## config.mk

```make
export PLATFORM = sky130hd
export DESIGN_NAME = instr_fetch
export DESIGN_NICKNAME = d
export VERILOG_FILES = /design/src/rtl/instr_fetch.sv
export SDC_FILE = /design/constraint.sdc
export NUM_CORES = 1
export LEC_CHECK = 0
export ABC_AREA = 1
export ABC_CLOCK_PERIOD_IN_PS = 11600
export CORE_ASPECT_RATIO = 0.7
export CORE_MARGIN = 1.5
export CORE_UTILIZATION = 51
export DETAILED_ROUTE_END_ITERATION = 16
export GPL_ROUTABILITY_DRIVEN = 1
export GPL_TIMING_DRIVEN = 0
export PLACE_DENSITY = 0.86
export SYNTH_ARGS = -nofsm -noshare
export SYNTH_HDL_FRONTEND = slang
export SYNTH_SLANG_ARGS = --single-unit
```

## constraint.sdc

```tcl
create_clock -name clk -period 11.6 [get_ports clk]
set_input_delay 2.32 -clock clk [delete_from_list [all_inputs] [get_ports clk]]
set_output_delay 2.32 -clock clk [all_outputs]
set_load 0.01 [all_outputs]
```

## src/rtl/instr_fetch.sv

```systemverilog
`default_nettype none
// ============================================================================
// Module   : instr_fetch
// Purpose  : Instruction fetch unit. Owns the PC, buffers {pc, instr} in a
//            small FIFO towards decode, handles redirects, halts on bad PCs.
//            Optional perf counters: define INSTR_FETCH_PERF_CNT_EN.
// Revision : 1.0
// ============================================================================
module instr_fetch #(
  parameter logic [31:0] RESET_PC   = 32'h0000_0000,
  parameter int          IMEM_WORDS = 64,
  parameter int          FIFO_DEPTH = 2
) (
  input  logic        clk,
  input  logic        rst,
  output logic [31:0] instr_addr,
  input  logic [31:0] instr,
  input  logic        redirect_valid,
  input  logic [31:0] redirect_pc,
  output logic        out_valid,
  input  logic        out_ready,
  output logic [31:0] out_instr,
  output logic [31:0] out_pc,
  output logic        fetch_fault,
  output logic [31:0] fault_pc,
  output logic [31:0] fetch_count,
  output logic [31:0] stall_count
);

  localparam int          c_ptr_w      = $clog2(FIFO_DEPTH);
  localparam logic [31:0] c_imem_limit = 32'(IMEM_WORDS * 4);
  localparam logic [c_ptr_w:0] c_full_cnt = (c_ptr_w + 1)'(FIFO_DEPTH);

  localparam logic [0:0] c_st_fetch = 1'b0;
  localparam logic [0:0] c_st_halt  = 1'b1;

  logic [0:0]         state_q, state_d;
  logic [31:0]        pc_q, pc_d;
  logic [31:0]        fifo_pc_q  [FIFO_DEPTH];
  logic [31:0]        fifo_ins_q [FIFO_DEPTH];
  logic [c_ptr_w-1:0] wr_ptr_q, rd_ptr_q;
  logic [c_ptr_w:0]   count_q;
  logic               fault_q;
  logic [31:0]        fault_pc_q;

  logic w_pop, w_full, w_bad, w_push, w_flush, w_fault;

  assign w_pop  = out_valid & out_ready;
  assign w_full = (count_q == c_full_cnt);
  assign w_bad  = (pc_q[1:0] != 2'b00) || (pc_q >= c_imem_limit);

  // Redirect outranks the range check: a bad target is caught on the next cycle.
  always_comb begin
    state_d = state_q;
    pc_d    = pc_q;
    w_push  = 1'b0;
    w_flush = 1'b0;
    w_fault = 1'b0;
    if (state_q == c_st_fetch) begin
      if (redirect_valid) begin
        w_flush = 1'b1;
        pc_d    = redirect_pc;
      end else if (w_bad) begin
        w_fault = 1'b1;
        state_d = c_st_halt;
      end else if (!w_full || w_pop) begin
        w_push = 1'b1;
        pc_d   = pc_q + 32'd4;
      end
    end
  end

  always_ff @(posedge clk) begin
    if (rst) begin
      state_q    <= c_st_fetch;
      pc_q       <= RESET_PC;
      wr_ptr_q   <= '0;
      rd_ptr_q   <= '0;
      count_q    <= '0;
      fault_q    <= 1'b0;
      fault_pc_q <= 32'h0;
    end else begin
      state_q <= state_d;
      pc_q    <= pc_d;
      if (w_flush) begin
        wr_ptr_q <= '0;
        rd_ptr_q <= '0;
        count_q  <= '0;
      end else begin
        if (w_push) wr_ptr_q <= wr_ptr_q + 1'b1;
        if (w_pop)  rd_ptr_q <= rd_ptr_q + 1'b1;
        case ({w_push, w_pop})
          2'b10:   count_q <= count_q + 1'b1;
          2'b01:   count_q <= count_q - 1'b1;
          default: count_q <= count_q;
        endcase
      end
      if (w_fault) begin
        fault_q    <= 1'b1;
        fault_pc_q <= pc_q;
      end
    end
  end

  // Storage needs no reset; the head is masked while the FIFO is empty.
  always_ff @(posedge clk) begin
    if (!rst && w_push) begin
      fifo_pc_q[wr_ptr_q]  <= pc_q;
      fifo_ins_q[wr_ptr_q] <= instr;
    end
  end

  assign instr_addr  = pc_q;
  assign out_valid   = (count_q != '0);
  assign out_instr   = out_valid ? fifo_ins_q[rd_ptr_q] : 32'h0;
  assign out_pc      = out_valid ? fifo_pc_q[rd_ptr_q]  : 32'h0;
  assign fetch_fault = fault_q;
  assign fault_pc    = fault_pc_q;

`ifdef INSTR_FETCH_PERF_CNT_EN
  logic [31:0] fetch_cnt_q, stall_cnt_q;
  logic        w_stall;

  assign w_stall = (state_q == c_st_fetch) && !redirect_valid && !w_bad && w_full && !w_pop;

  always_ff @(posedge clk) begin
    if (rst) begin
      fetch_cnt_q <= 32'h0;
      stall_cnt_q <= 32'h0;
    end else begin
      if (w_push)  fetch_cnt_q <= fetch_cnt_q + 32'd1;
      if (w_stall) stall_cnt_q <= stall_cnt_q + 32'd1;
    end
  end

  assign fetch_count = fetch_cnt_q;
  assign stall_count = stall_cnt_q;
`else
  assign fetch_count = 32'h0;
  assign stall_count = 32'h0;
`endif

endmodule
`default_nettype wire
```

## Word level (Yosys, flattened, before mapping)

Memories as Yosys holds them, arrays and structs flattened. A register that Yosys moved wholly into a read port is not among the register bits.
Cells that the tools add are included.

- Register bits: 70
- RAM bits: 128
- Memories: 2
- Output and inout port bits: 194
- Input port bits: 68

- $lt $le $gt $ge: 1
- Reduce and logical (&&, ||, !) cells: 11
- Add/sub/neg operators: 5
- Bitwise logic cells: 2
- Equality and inequality tests: 4
- Multiplexer cells: 22

Memory list:

| name | words | width | read ports | clocked after memory_dff | write ports | line | RTL |
|---|---|---|---|---|---|---|---|
| fifo_ins_q | 2 | 32 | 1 | 1 | 1 | 40 | `logic [31:0] fifo_ins_q [FIFO_DEPTH];` |
| fifo_pc_q | 2 | 32 | 1 | 1 | 1 | 39 | `logic [31:0] fifo_pc_q [FIFO_DEPTH];` |

Operators with widths:

| operator | number |
|---|---|
| two-way mux 32 bit | 5 |
| adder 32 x 3 -> 32 bit, second input constant | 1 |
| greater-or-equal comparator 32 x 9 -> 1 bit, second input constant | 1 |
| two-way mux 1 bit | 16 |
| nonzero test 2 bit | 4 |
| equality test 2 bit, second input constant | 2 |
| case mux 2 bit (2 select lines) | 1 |
| AND reduction 3 bit | 1 |
| adder 1 bit, second input constant | 2 |
| adder 2 x 1 -> 2 bit, second input constant | 1 |
| equality test 2 x 1 -> 1 bit, second input constant | 1 |
| logical NOT 1 bit | 2 |
| logical OR 1 bit | 2 |
| inequality test 2 bit, second input constant | 1 |
| OR reduction 2 bit | 1 |
| subtractor 2 x 1 -> 2 bit, second input constant | 1 |
| bitwise AND 1 bit | 1 |
| logical AND 1 bit | 1 |
| NOT 1 bit | 1 |

## Longest topological paths before layout

- Depth in word-level cells: 10
- Depth in mapped cells: 12
- Gate-level depth less buffers: 12

## Least setup slack after synthesis

OpenSTA, ideal clock, no wires.

- Kind: input -> register
- Start: input port redirect_valid
- End: memory fifo_ins_q[0][0], enable pin
- Stages: 4
- Data arrival time: 7217 ps
- Path buffers: 1
- Setup time: 565 ps
- Path slack: 3819 ps
- Data required time: 11035 ps
- Path through: inv_2 -> clkbuf_1 -> nand3_1 -> nor3_1

- Cells in the longest elaborated chain, start to end: 5

RTL lines:

| element | line | RTL |
|---|---|---|
| from (decl) | 18 | `input logic redirect_valid,` |
| two-way mux 1 bit | 60 | `if (redirect_valid) begin` |
| two-way mux 1 bit | 59 | `if (state_q == c_st_fetch) begin` |
| logical AND 1 bit | 107 | `if (!rst && w_push) begin` |
| two-way mux 1 bit | 107 |  |
| two-way mux 1 bit (implied by the code) | 109 | `fifo_ins_q[wr_ptr_q] <= instr;` |
| to (decl) | 40 |  |

No other way between the ends.

## Final worst setup path

- Start: register count_q[0]
- End: output port out_pc[10]

- Cells in the longest elaborated chain, start to end: 2

RTL lines:

| element | line | RTL |
|---|---|---|
| from (decl) | 42 | `logic [c_ptr_w:0] count_q;` |
| from (signal assigned) | 93 | `2'b10: count_q <= count_q + 1'b1;` |
| from (signal assigned) | 94 | `2'b01: count_q <= count_q - 1'b1;` |
| from (signal assigned) | 95 | `default: count_q <= count_q;` |
| nonzero test 2 bit | 114 | `assign out_valid = (count_q != '0);` |
| two-way mux 32 bit | 116 | `assign out_pc = out_valid ? fifo_pc_q[rd_ptr_q] : 32'h0;` |
| to (decl) | 23 | `output logic [31:0] out_pc,` |

No other way between the ends.

==> impl_metrics.toml <==
[grt]
grt_usage = 0.283
use_met2 = 0.445
grt_pass1_wl_um = 38700
busiest_layer = "met2"
grt-ovfl-total = 0
grt_util_met1 = 0.381
global_route.usage.met3 = 0.0791
antenna_found_initial = 0
grt_pass1_vias = 7074
grt_max_degree = 33

[setup_path]
worstSetupStartpoint = "count_q[0]"
cp_max_fo = 10
reg2reg_to = "fifo_ins_q[0][25]"
r2r.worst_path.cells = 11
cp-end-kind = "primary output"
crit_arrival_ns = 2.66
reg2reg_setup_slack_ns = 8.60
cp_slowest_stage_delay_ns = 0.55
cp-start-kind = "register"
crit_slowest_cell = "clkdlybuf4s50_1"
crit_required_ns = 9.28
cp_cell_sequence = "nor2_1 -> clkbuf_1 -> buf_1 -> a21oi_1 -> clkdlybuf4s50_1"
critPathKind = "reg2out"
regToRegStartpoint = "instr_addr[25]"

[logic_synthesis]
synth_edf_count = 128
synth.cell_area_sq_mm = 0.00870
ys_seq_elements = 199
ys_async_sr_fraction = 0
ys_warn_count = 0
yosys.area.top_type = "edfxtp_1"
ys.flop_type = "edfxtp_1"
ys_seq_area_frac = 0.605
ys_top_cells_by_area = "edfxtp_1, dfxtp_1, nand2_1"
yosysUniqueCellTypes = 34
netlist.area_leader.share = 0.442
syn_area_per_cell_sq_um = 9.29
syn_inst = 936

[sta]
hold_violations = 0
finalSetupViolCount = 0
clock-skew-final_ns = 0.00993
slew_violations = 0
period_minus_slack_ns = 4.98
maxClockFrequency_mhz = 201
tns_ns = 0
worst_pin_slew_ns = 0.674
rsz0062_at_grt = "false"
maxSlewHeadroom = 0.551
fin_crit_sh = 0.429

[die]
ios = 262
die_w_um = 159
core_sq_mm = 0.0165
fp.dieH_um = 112
rows = 39
fp.dieArea_sq_mm = 0.0179
initial_core_util = 0.527

[place]
gp_congestion = 0.986
place_inst = 1428
hpwl_um = 17600
port_buffers = 196

[cells_and_area]
final_cell_mix = "nand2_1, clkdlybuf4s50_1, edfxtp_1"
n_antenna_cell = 0
nFillCells = 1160
drive_gt1_frac = 0.106
fin_cells = 1460
area_delta_synth_final_pct = 36.9
final_common_cell = "nand2_1"
fin_nets = 1293

[clock_tree]
cts.repair.resized = 0
htree_levels = 4
cts_tree = "yes"
clock_path_buffers = 2
postCtsSetupBuffers = 0
holdBufCountCts = 0
cts-root-buf = "clkbuf_16"
insertion_delay_ns = 0.44
cts_num_sinks = 199
path_clk_slew_ns = 0.07
numCtsBuffers = 17

[power_and_ir_drop]
power_per_cell_area_mw_per_mm2 = 131
power.leakage_nw = 4.46
vdd_drop_max_uv = 99.2

[run_status]
status = "finished, final reports clean"

[route]
vias = 7558
drtIter0Drc = 904
drcViolationCount = 0
wl_per_cell_um = 17.1
drt-vias-per-instance = 5.18
routed_wl_um = 25000
dr.pass1.iters = 6
ant_nets = 0

[hold_path]
whs_endpoint = "fault_pc[23]"
hold_depth = 2
min_from = "fault_pc[23]"
hold_path.class = "reg2reg"

[job]
maxCapViolCount = 0
worst max-delay path: cells and delay by family, from the launching register on:
family / cells / cell delay (ns)
AND/OR/NAND/NOR: 1 / 0.28
AO/OA/AOI/OAI: 1 / 0.10
buffers and inverters: 3 / 1.47
flip-flops: 1 / 0.37
per-stage QoR:
stage               instance area (sq um)  power [mW]   util  hold WS, ns  worst slack, ns
global placement                    11200       0.958  0.678        0.440            0.750
floorplan                            8940       0.883      -        0.436             3.82
CTS                                 11900        1.56  0.722        0.465             6.61
detailed placement                  11300       0.962  0.685        0.451             6.26
finish                              11900        1.56  0.722        0.461             6.62
global route                        11900        1.61  0.722        0.480             6.44
synthesized netlist by cell type (all sizes together), types with 2 or more instances:
cell type and instances:
buf 80, or2 8, xnor2 2, inv 34
nor3 5, ha 3, nor2 91, o21ai 17
nand3 62, nand2 268, edfxtp 128, nor4 3
o31ai 2, nand4 2, dfxtp 71, a21oi 121
clkbuf 30
cells by family (layout without fill, tap and decap cells):
group / after synthesis / count (layout) / synth area share
flip-flops: 199 / 199 / 0.605
multiplexers: 1 / 1 / 0.00115
XOR/XNOR: 3 / 3 / 0.00302
AND/OR/NAND/NOR: 439 / 439 / 0.207
other: 1 / 64 / 0.000431
AO/OA/AOI/OAI: 145 / 145 / 0.0862
buffers and inverters: 145 / 381 / 0.0931
adder cells (fa/ha/maj): 3 / 3 / 0.00432
layer usage:
metal,wire (um),vias up
met5,0,-
met4,583,0
met3,2870,57
met2,11600,445
met1,9920,3485
li1,-,3571
final cells by class:
type / instances / area (sq um) / area share
inverter: 35 / 131 / 0.0110
clock buffer: 18 / 429 / 0.0360
timing repair buffer: 204 / 2070 / 0.174
tap: 225 / 282 / 0.0236
buffer: 110 / 678 / 0.0570
sequential: 199 / 5270 / 0.442
multi-input combinational: 655 / 2870 / 0.241
clock inverter: 14 / 174 / 0.0146
state kept, by name, summed over array words and instances, names as in the netlist, named ones only:
register / count
count_q: 2
fault_pc: 32
fetch_fault: 1
fifo_ins_q: 64
fifo_pc_q: 64
instr_addr: 32
rd_ptr_q: 1
state_q: 1
wr_ptr_q: 1
worst max path at each step:
| stage | endpoint | slack [ns] | cells past startpoint |
|---|---|---|---|
| after floorplan | fifo_ins_q[0][0] | 3.82 | 4 |
| after global placement | fifo_ins_q[0][24] | 0.75 | 5 |
| after detailed placement | fifo_ins_q[0][25] | 6.26 | 10 |
| after CTS | out_pc[10] | 6.61 | 5 |
| after global routing | out_pc[11] | 6.44 | 5 |
| final | out_pc[10] | 6.62 | 5 |
report_power, final:
group,leakage [nW],internal (mW),switching (mW)
logic,2.43,0.0778,0.0786
clock network,0.286,0.341,0.268
registers,1.74,0.767,0.0294
Power figures use the tool's default switching activity.
